--- src/rtl/spi_dma_pkg.sv ---
`default_nettype none
// ============================================================================
//  Module   : spi_dma_pkg
//  Purpose  : Shared definitions for the SPI <-> data-memory DMA engine:
//             FSM state encoding, CPU register indices, CTRL bit positions
//             and the fill byte sent when transmit-from-memory is disabled.
//  Revision : 1.0  initial release
// ============================================================================
package spi_dma_pkg;

    // Transfer sequencer states.
    typedef enum logic [2:0] {
        ST_IDLE      = 3'd0,
        ST_RD        = 3'd1,
        ST_RD_WAIT   = 3'd2,
        ST_XFER      = 3'd3,
        ST_XFER_WAIT = 3'd4,
        ST_WR        = 3'd5,
        ST_FIN       = 3'd6
    } state_t;

    // CPU-visible register indices (cfg_addr).
    localparam logic [2:0] c_reg_src    = 3'd0;
    localparam logic [2:0] c_reg_dst    = 3'd1;
    localparam logic [2:0] c_reg_len    = 3'd2;
    localparam logic [2:0] c_reg_ctrl   = 3'd3;
    localparam logic [2:0] c_reg_status = 3'd4;

    // CTRL bit positions.
    localparam int c_ctrl_start = 0;
    localparam int c_ctrl_tx_en = 1;
    localparam int c_ctrl_rx_en = 2;
    localparam int c_ctrl_ie    = 3;
    localparam int c_ctrl_abort = 4;

    // STATUS bit that clears done when written with 1.
    localparam int c_status_done = 1;

    // Byte shifted out when the source side is disabled.
    localparam logic [7:0] c_tx_fill = 8'hFF;

endpackage : spi_dma_pkg
`default_nettype wire

--- src/rtl/spi_dma.sv ---
`default_nettype none
// ============================================================================
//  Module   : spi_dma
//  Purpose  : Byte-wise DMA between data memory and an external SPI master.
//             Each byte: optional memory read (src), one SPI exchange,
//             optional memory write (dst) of the received byte.
//  Ports    : clk, rst_n          - clock, async active-low reset
//             cfg_wen/addr/wdata  - CPU register write port
//             cfg_rdata           - combinational register read
//             mem_req/gnt/addr/wen/wdata/byt/rdata - data-memory master port
//             spi_tx_data/start/ready, spi_rx_data - SPI master handshake
//             irq                 - done & ie
//  Revision : 1.0  initial release
// ============================================================================
module spi_dma
    import spi_dma_pkg::*;
#(
    parameter int AW = 16
) (
    input  logic          clk,
    input  logic          rst_n,
    input  logic          cfg_wen,
    input  logic [2:0]    cfg_addr,
    input  logic [15:0]   cfg_wdata,
    output logic [15:0]   cfg_rdata,
    output logic          mem_req,
    input  logic          mem_gnt,
    output logic [AW-1:0] mem_addr,
    output logic          mem_wen,
    output logic [15:0]   mem_wdata,
    output logic          mem_byt,
    input  logic [15:0]   mem_rdata,
    output logic [7:0]    spi_tx_data,
    output logic          spi_tx_start,
    input  logic          spi_tx_ready,
    input  logic [7:0]    spi_rx_data,
    output logic          irq
);

    state_t        r_state;
    state_t        w_state_nxt;
    state_t        w_adv_state;

    logic [AW-1:0] r_src, r_dst, r_len;      // programmed registers
    logic [AW-1:0] r_wsrc, r_wdst, r_wlen;   // working counters
    logic          r_tx_en, r_rx_en, r_ie;
    logic          r_done;
    logic [7:0]    r_tx_byte, r_rx_byte;
    logic          r_seen_low;               // spi_tx_ready fell during this byte

    logic          w_busy;
    logic          w_ctrl_wr;
    logic          w_abort;
    logic          w_start;
    logic          w_xfer_done;
    logic          w_advance;
    logic          w_last;
    logic          w_cfg_idle_wr;

    assign w_busy        = (r_state != ST_IDLE);
    assign w_ctrl_wr     = cfg_wen && (cfg_addr == c_reg_ctrl);
    // Abort wins over start when both bits are set in one write.
    assign w_abort       = w_ctrl_wr && cfg_wdata[c_ctrl_abort] && w_busy;
    assign w_start       = w_ctrl_wr && cfg_wdata[c_ctrl_start] &&
                           !cfg_wdata[c_ctrl_abort] && !w_busy;
    assign w_cfg_idle_wr = cfg_wen && !w_busy;
    // A byte is complete only after ready has dropped and come back.
    assign w_xfer_done   = (r_state == ST_XFER_WAIT) && r_seen_low && spi_tx_ready;
    assign w_advance     = !w_abort &&
                           ((w_xfer_done && !r_rx_en) ||
                            ((r_state == ST_WR) && mem_gnt));
    assign w_last        = (r_wlen == AW'(1));
    assign w_adv_state   = w_last ? ST_FIN : (r_tx_en ? ST_RD : ST_XFER);

    // ------------------------------------------------------------------
    // State register
    // ------------------------------------------------------------------
    always_ff @(posedge clk or negedge rst_n) begin
        if (!rst_n) begin
            r_state <= ST_IDLE;
        end else begin
            r_state <= w_state_nxt;
        end
    end

    // ------------------------------------------------------------------
    // Next-state logic
    // ------------------------------------------------------------------
    always_comb begin
        w_state_nxt = r_state;
        if (w_abort) begin
            w_state_nxt = ST_IDLE;
        end else begin
            case (r_state)
                ST_IDLE: begin
                    if (w_start) begin
                        if (r_len == '0)
                            w_state_nxt = ST_FIN;
                        else if (cfg_wdata[c_ctrl_tx_en])
                            w_state_nxt = ST_RD;
                        else
                            w_state_nxt = ST_XFER;
                    end
                end
                ST_RD:        if (mem_gnt) w_state_nxt = ST_RD_WAIT;
                ST_RD_WAIT:   w_state_nxt = ST_XFER;
                ST_XFER:      if (spi_tx_ready) w_state_nxt = ST_XFER_WAIT;
                ST_XFER_WAIT: begin
                    if (w_xfer_done)
                        w_state_nxt = r_rx_en ? ST_WR : w_adv_state;
                end
                ST_WR:        if (mem_gnt) w_state_nxt = w_adv_state;
                ST_FIN:       w_state_nxt = ST_IDLE;
                default:      w_state_nxt = ST_IDLE;
            endcase
        end
    end

    // ------------------------------------------------------------------
    // Outputs
    // ------------------------------------------------------------------
    always_comb begin
        mem_req      = 1'b0;
        mem_wen      = 1'b0;
        mem_addr     = r_wsrc;
        spi_tx_start = 1'b0;
        case (r_state)
            ST_RD: begin
                mem_req  = !w_abort;
            end
            ST_WR: begin
                mem_req  = !w_abort;
                mem_wen  = 1'b1;
                mem_addr = r_wdst;
            end
            ST_XFER: begin
                // Gated by ready so a start is never issued to a busy master.
                spi_tx_start = spi_tx_ready && !w_abort;
            end
            default: ;
        endcase
    end

    assign mem_wdata   = {8'd0, r_rx_byte};
    assign mem_byt     = 1'b1;
    assign spi_tx_data = r_tx_byte;
    assign irq         = r_done && r_ie;

    // ------------------------------------------------------------------
    // Register file and datapath
    // ------------------------------------------------------------------
    always_ff @(posedge clk or negedge rst_n) begin
        if (!rst_n) begin
            r_src      <= '0;
            r_dst      <= '0;
            r_len      <= '0;
            r_wsrc     <= '0;
            r_wdst     <= '0;
            r_wlen     <= '0;
            r_tx_en    <= 1'b0;
            r_rx_en    <= 1'b0;
            r_ie       <= 1'b0;
            r_done     <= 1'b0;
            r_tx_byte  <= '0;
            r_rx_byte  <= '0;
            r_seen_low <= 1'b0;
        end else begin
            if (w_cfg_idle_wr && (cfg_addr == c_reg_src)) r_src <= AW'(cfg_wdata);
            if (w_cfg_idle_wr && (cfg_addr == c_reg_dst)) r_dst <= AW'(cfg_wdata);
            if (w_cfg_idle_wr && (cfg_addr == c_reg_len)) r_len <= AW'(cfg_wdata);

            // Direction enables are frozen while a transfer runs; ie is not.
            if (w_ctrl_wr) begin
                r_ie <= cfg_wdata[c_ctrl_ie];
                if (!w_busy) begin
                    r_tx_en <= cfg_wdata[c_ctrl_tx_en];
                    r_rx_en <= cfg_wdata[c_ctrl_rx_en];
                end
            end

            if (w_start) begin
                r_wsrc    <= r_src;
                r_wdst    <= r_dst;
                r_wlen    <= r_len;
                r_tx_byte <= c_tx_fill;   // overwritten per byte when tx_en
            end

            if (r_state == ST_RD_WAIT)
                r_tx_byte <= r_wsrc[0] ? mem_rdata[15:8] : mem_rdata[7:0];

            if (r_state == ST_XFER)
                r_seen_low <= 1'b0;
            else if ((r_state == ST_XFER_WAIT) && !spi_tx_ready)
                r_seen_low <= 1'b1;

            if (w_xfer_done && !w_abort)
                r_rx_byte <= spi_rx_data;

            if (w_advance) begin
                if (r_tx_en) r_wsrc <= r_wsrc + AW'(1);
                if (r_rx_en) r_wdst <= r_wdst + AW'(1);
                r_wlen <= r_wlen - AW'(1);
            end

            // Completion outranks a simultaneous software clear.
            if ((r_state == ST_FIN) && !w_abort)
                r_done <= 1'b1;
            else if (w_start)
                r_done <= 1'b0;
            else if (cfg_wen && (cfg_addr == c_reg_status) && cfg_wdata[c_status_done])
                r_done <= 1'b0;
        end
    end

    // ------------------------------------------------------------------
    // Register read-back
    // ------------------------------------------------------------------
    always_comb begin
        cfg_rdata = 16'd0;
        case (cfg_addr)
            c_reg_src:    cfg_rdata = 16'(r_src);
            c_reg_dst:    cfg_rdata = 16'(r_dst);
            c_reg_len:    cfg_rdata = 16'(r_len);
            c_reg_ctrl:   cfg_rdata = {11'd0, 1'b0, r_ie, r_rx_en, r_tx_en, 1'b0};
            c_reg_status: cfg_rdata = {14'd0, r_done, w_busy};
            default:      cfg_rdata = 16'd0;
        endcase
    end

endmodule : spi_dma
`default_nettype wire
--- config.mk ---
export PLATFORM = sky130hd
export DESIGN_NAME = spi_dma
export DESIGN_NICKNAME = d
export VERILOG_FILES = /design/src/rtl/spi_dma_pkg.sv /design/src/rtl/spi_dma.sv
export SDC_FILE = /design/constraint.sdc
export NUM_CORES = 1
export LEC_CHECK = 0
export CELL_PAD_IN_SITES_DETAIL_PLACEMENT = 1
export CELL_PAD_IN_SITES_GLOBAL_PLACEMENT = 1
export CORE_UTILIZATION = 42
export CTS_BUF_LIST = sky130_fd_sc_hd__clkbuf_16
export CTS_CLUSTER_DIAMETER = 40
export DETAILED_ROUTE_END_ITERATION = 16
export GPL_TIMING_DRIVEN = 0
export PLACE_DENSITY_LB_ADDON = 0.25
export SLEW_MARGIN = 25
export SYNTH_ARGS = -nofsm -noshare
export SYNTH_HDL_FRONTEND = slang
export SYNTH_SLANG_ARGS = --single-unit
export TNS_END_PERCENT = 50
--- constraint.sdc ---
create_clock -name clk -period 3.5 [get_ports clk]
set_input_delay 1.05 -clock clk [delete_from_list [all_inputs] [get_ports clk]]
set_output_delay 1.05 -clock clk [all_outputs]
set_load 0.05 [all_outputs]
==> metrics <==
WL final=22900 um; Detailed Routing Iterations Pass 1=5; DR iter-0 viols=between 300 and 400; Area after DPL=roughly 8000 um^2; die area=16300 um^2; crit-path cells=dlygate4sd2_1 > buf_6 > nor2_1 > a22oi_1 > o22ai_1 > buf_2; vias per cell=5.92; layout cell share with drive strength beyond 1=23.4%; final worst slack=between 60 and 70 ps; Worst setup EP type=output port; num rows=45; largest net degree at the start of global routing=71; clk root buf=clkbuf_16; Final #Nets=around 860; synthesized flop and latch total=120; I/O pin count=about 110; Worst Path Max Fanout=10; VDD IR max=roughly 560 uV; vias in the first global route=around 6500; die height=between 100 and 150 um; final setup TNS=0 ps; Area contributors post-synth=dfrtp_1, mux2_2, nor2_1; slowest CP cell=dlygate4sd2_1; synthesized cell area=between 6000 and 7000 um^2; H-tree levels=4; Detail Route Antenna Nets=0; Place WS=-1470 ps; IO Port Bufs=roughly 100; first-pass GRT wire length=36100 um; ant diodes=0; synth warn=0; Detail Placement HPWL=about 17000 um; Num CTS Buffers=17; sequential fraction of the synthesis area=roughly 45%; post-synthesis async set-or-reset flop share=100%; maxcap violations=0; Setup Skew=~6.4 ps; Synth-to-Final Area Change=29.8%; DR WL/cell=22.1 um; Worst slew margin=~36%; Initial Util=around 43%; Finish-stage setup viols=0; hold path start=r_wdst[15]; RSZ-0062 raised after global routing=yes; post-route cell area=between 8000 and 9000 um^2; mean area per synthesized cell=approximately 10 um^2; antenna violations before repair=0; Die W=roughly 130 um; DRC violations left=0; worst endpoint required time=around 2500 ps; clock sink count=120; max-slew violations=0; CTS Hold Bufs=0; Core Region=15300 um^2; Pleak=roughly 3.7 nW; Worst Setup SP=cfg_addr[1]; Setup CP Type=in -> out; Fmax=about 290 MHz; TritonCTS clock tree=done; Worst-Margin Slew=about 950 ps; Bufs on Longest Clock Path=2; fin crit share=between 90% and 100%; Tmin final=around 3400 ps; slowest stage delay, CP=between 200 and 300 ps; Critical Path AT=approximately 2400 ps; Hold Slack=around 490 ps; status=finished, final reports clean; Yosys top cell area share=between 40% and 50%; Synth Flop Type=dfrtp_1; Min-Delay Path Class=reg -> reg; Setup crit start kind=primary input; Distinct cells, synth=between 60 and 70; final hold viol count=0; Reg clk slew, reported paths=roughly 50 ps; clk_lat worst skew=between 400 and 500 ps; dominant cell type by area after synthesis=dfrtp_1; via count of the routed design=~6100; Cells after Synth=between 600 and 700; Pwr Density=927 nW/um^2; GRT overflow=0; gpl congestion=0.915; gr usage total=29.3%; FF-to-FF Start=r_state[1]; number of synthesized flops with an enable pin=0
==> worst max-delay path: cells and delay by family <==
family	cells	cell delay (ps)
buffers and inverters	3	750
AOI/OAI and AO/OA	2	300
and+or+nand+nor	1	270
==> synth_stat cells, drive strengths merged (2+ instances only) <==
library cell and count:
inv 18, clkbuf 17, o21a 8, a31o 2, nor4 11, mux2 67
nand4b 3, o211ai 4, a31oi 9, a22oi 7, and2 3, mux4 2
a221o 3, dfrtp 120, nand2b 4, nor2b 7, buf 26, conb 2
mux2i 22, a41oi 2, a311oi 9, nand3b 2, o221a 5, a211oi 13
nor3 23, o21ai 29, o22ai 3, nand3 21, nor2 86, ha 4
o311ai 3, and4 3, nand2 49, or3 3, and3 8, o32ai 2
nand4 10, a21oi 55, or2 2
==> cell families (layout without fill, tap and decap cells) <==
family          Yosys count  count (layout)  share of synthesized area (%)
simple gates            239             239                           18.0
compound gates          164             164                           16.1
flops                   120             120                           45.2
mux                      91              91                           15.4
buf+inv                  61             195                           4.43
fa+ha+maj                 4               4                          0.754
other cells               2               9                          0.113
==> where the power goes <==
group	total, mW	internal, mW	switching (mW)
Combinational	3.29	1.26	2.03
Sequential	2.79	2.04	0.748
Clock	1.91	1.25	0.658
Total	7.99	4.55	3.44
==> placed cells by master, fill, tap and decap left out, types with 5 or more instances in the layout <==
cell             synthesis  routed
nor2b_1                  7       5
a22oi_1                  7       7
buf_2                   10      23
nor4_1                   9       8
nor3_1                  21      21
nand3_1                 21      21
dlygate4sd2_1            0       8
clkdlybuf4s15_2          0       8
inv_1                   18      18
clkdlybuf4s50_1          0      59
dfrtp_1                120     120
nand4_1                 10      10
mux2_2                  67      67
and3_1                   8       8
a31oi_1                  9       9
nand2_1                 46      44
o21a_1                   8       8
o221a_2                  5       5
bufinv_16                0       5
a211oi_1                13      13
a311oi_1                 8       8
buf_4                   10      15
clkbuf_16                0      17
conb_1                   2       9
o21ai_0                 28      26
nor2_1                  86      84
mux2i_1                 22      21
clkbuf_1                17      11
a21oi_1                 55      55
==> registers in the layout, summed over array words and instances (netlist names) <==
signal       flops
r_tx_en          1
r_done           1
r_state          3
r_wsrc          16
r_src           16
r_rx_en          1
spi_tx_data      8
r_rx_byte        8
r_wdst          16
r_ie             1
r_seen_low       1
r_wlen          16
r_len           16
r_dst           16
==> stage by stage <==
step | util (%) | cells | power [mW]
finish | 56.3 | 1033 | 7.99
global route | 56.3 | 1033 | 8.37
CTS | 56.2 | 1031 | 7.97
detailed placement | 52.1 | 999 | 6.08
global placement | 51.8 | 998 | 5.92
floorplan | - | 688 | 4.89
==> routing by layer <==
layer / global-route usage, % / part of all wire (%)
met1: 37.7 / 43
met2: 49.4 / 50
met3: 6.05 / 4.5
met4: 9.76 / 1.9
met5: 0 / 0
==> path summary, 6_finish.rpt <==
path                                end  slack [ps]  cells after the start
setup / recovery           cfg_rdata[1]          70                      6
hold / removal               r_wdst[15]         490                      1
setup reg to reg             r_state[0]         650                      8
hold reg to reg              r_wdst[15]         490                      1
max in group asynchronous  r_rx_byte[2]        2270                      2
min in group asynchronous     r_dst[13]         530                      1
==> area by class of cell <==
type | count | area, um^2
Tap cell | 211 | 264
Buffer | 43 | 287
Clock buffer | 17 | 425
Fill cell | 1717 | 6700
Clock inverter | 15 | 208
Multi-Input combinational cell | 507 | 3410
Inverter | 18 | 67.6
Sequential cell | 120 | 3000
Timing Repair Buffer | 102 | 952
==> repair_timing <==
action | 4_1_cts | 5_1_grt
gates cloned | 0 | 0
setup buffers | 0 | 2
resized for setup | 160 | 19
pin swaps | 0 | 0
setup endpoints to repair | 35 | 23
Power figures use the tool's default switching activity.
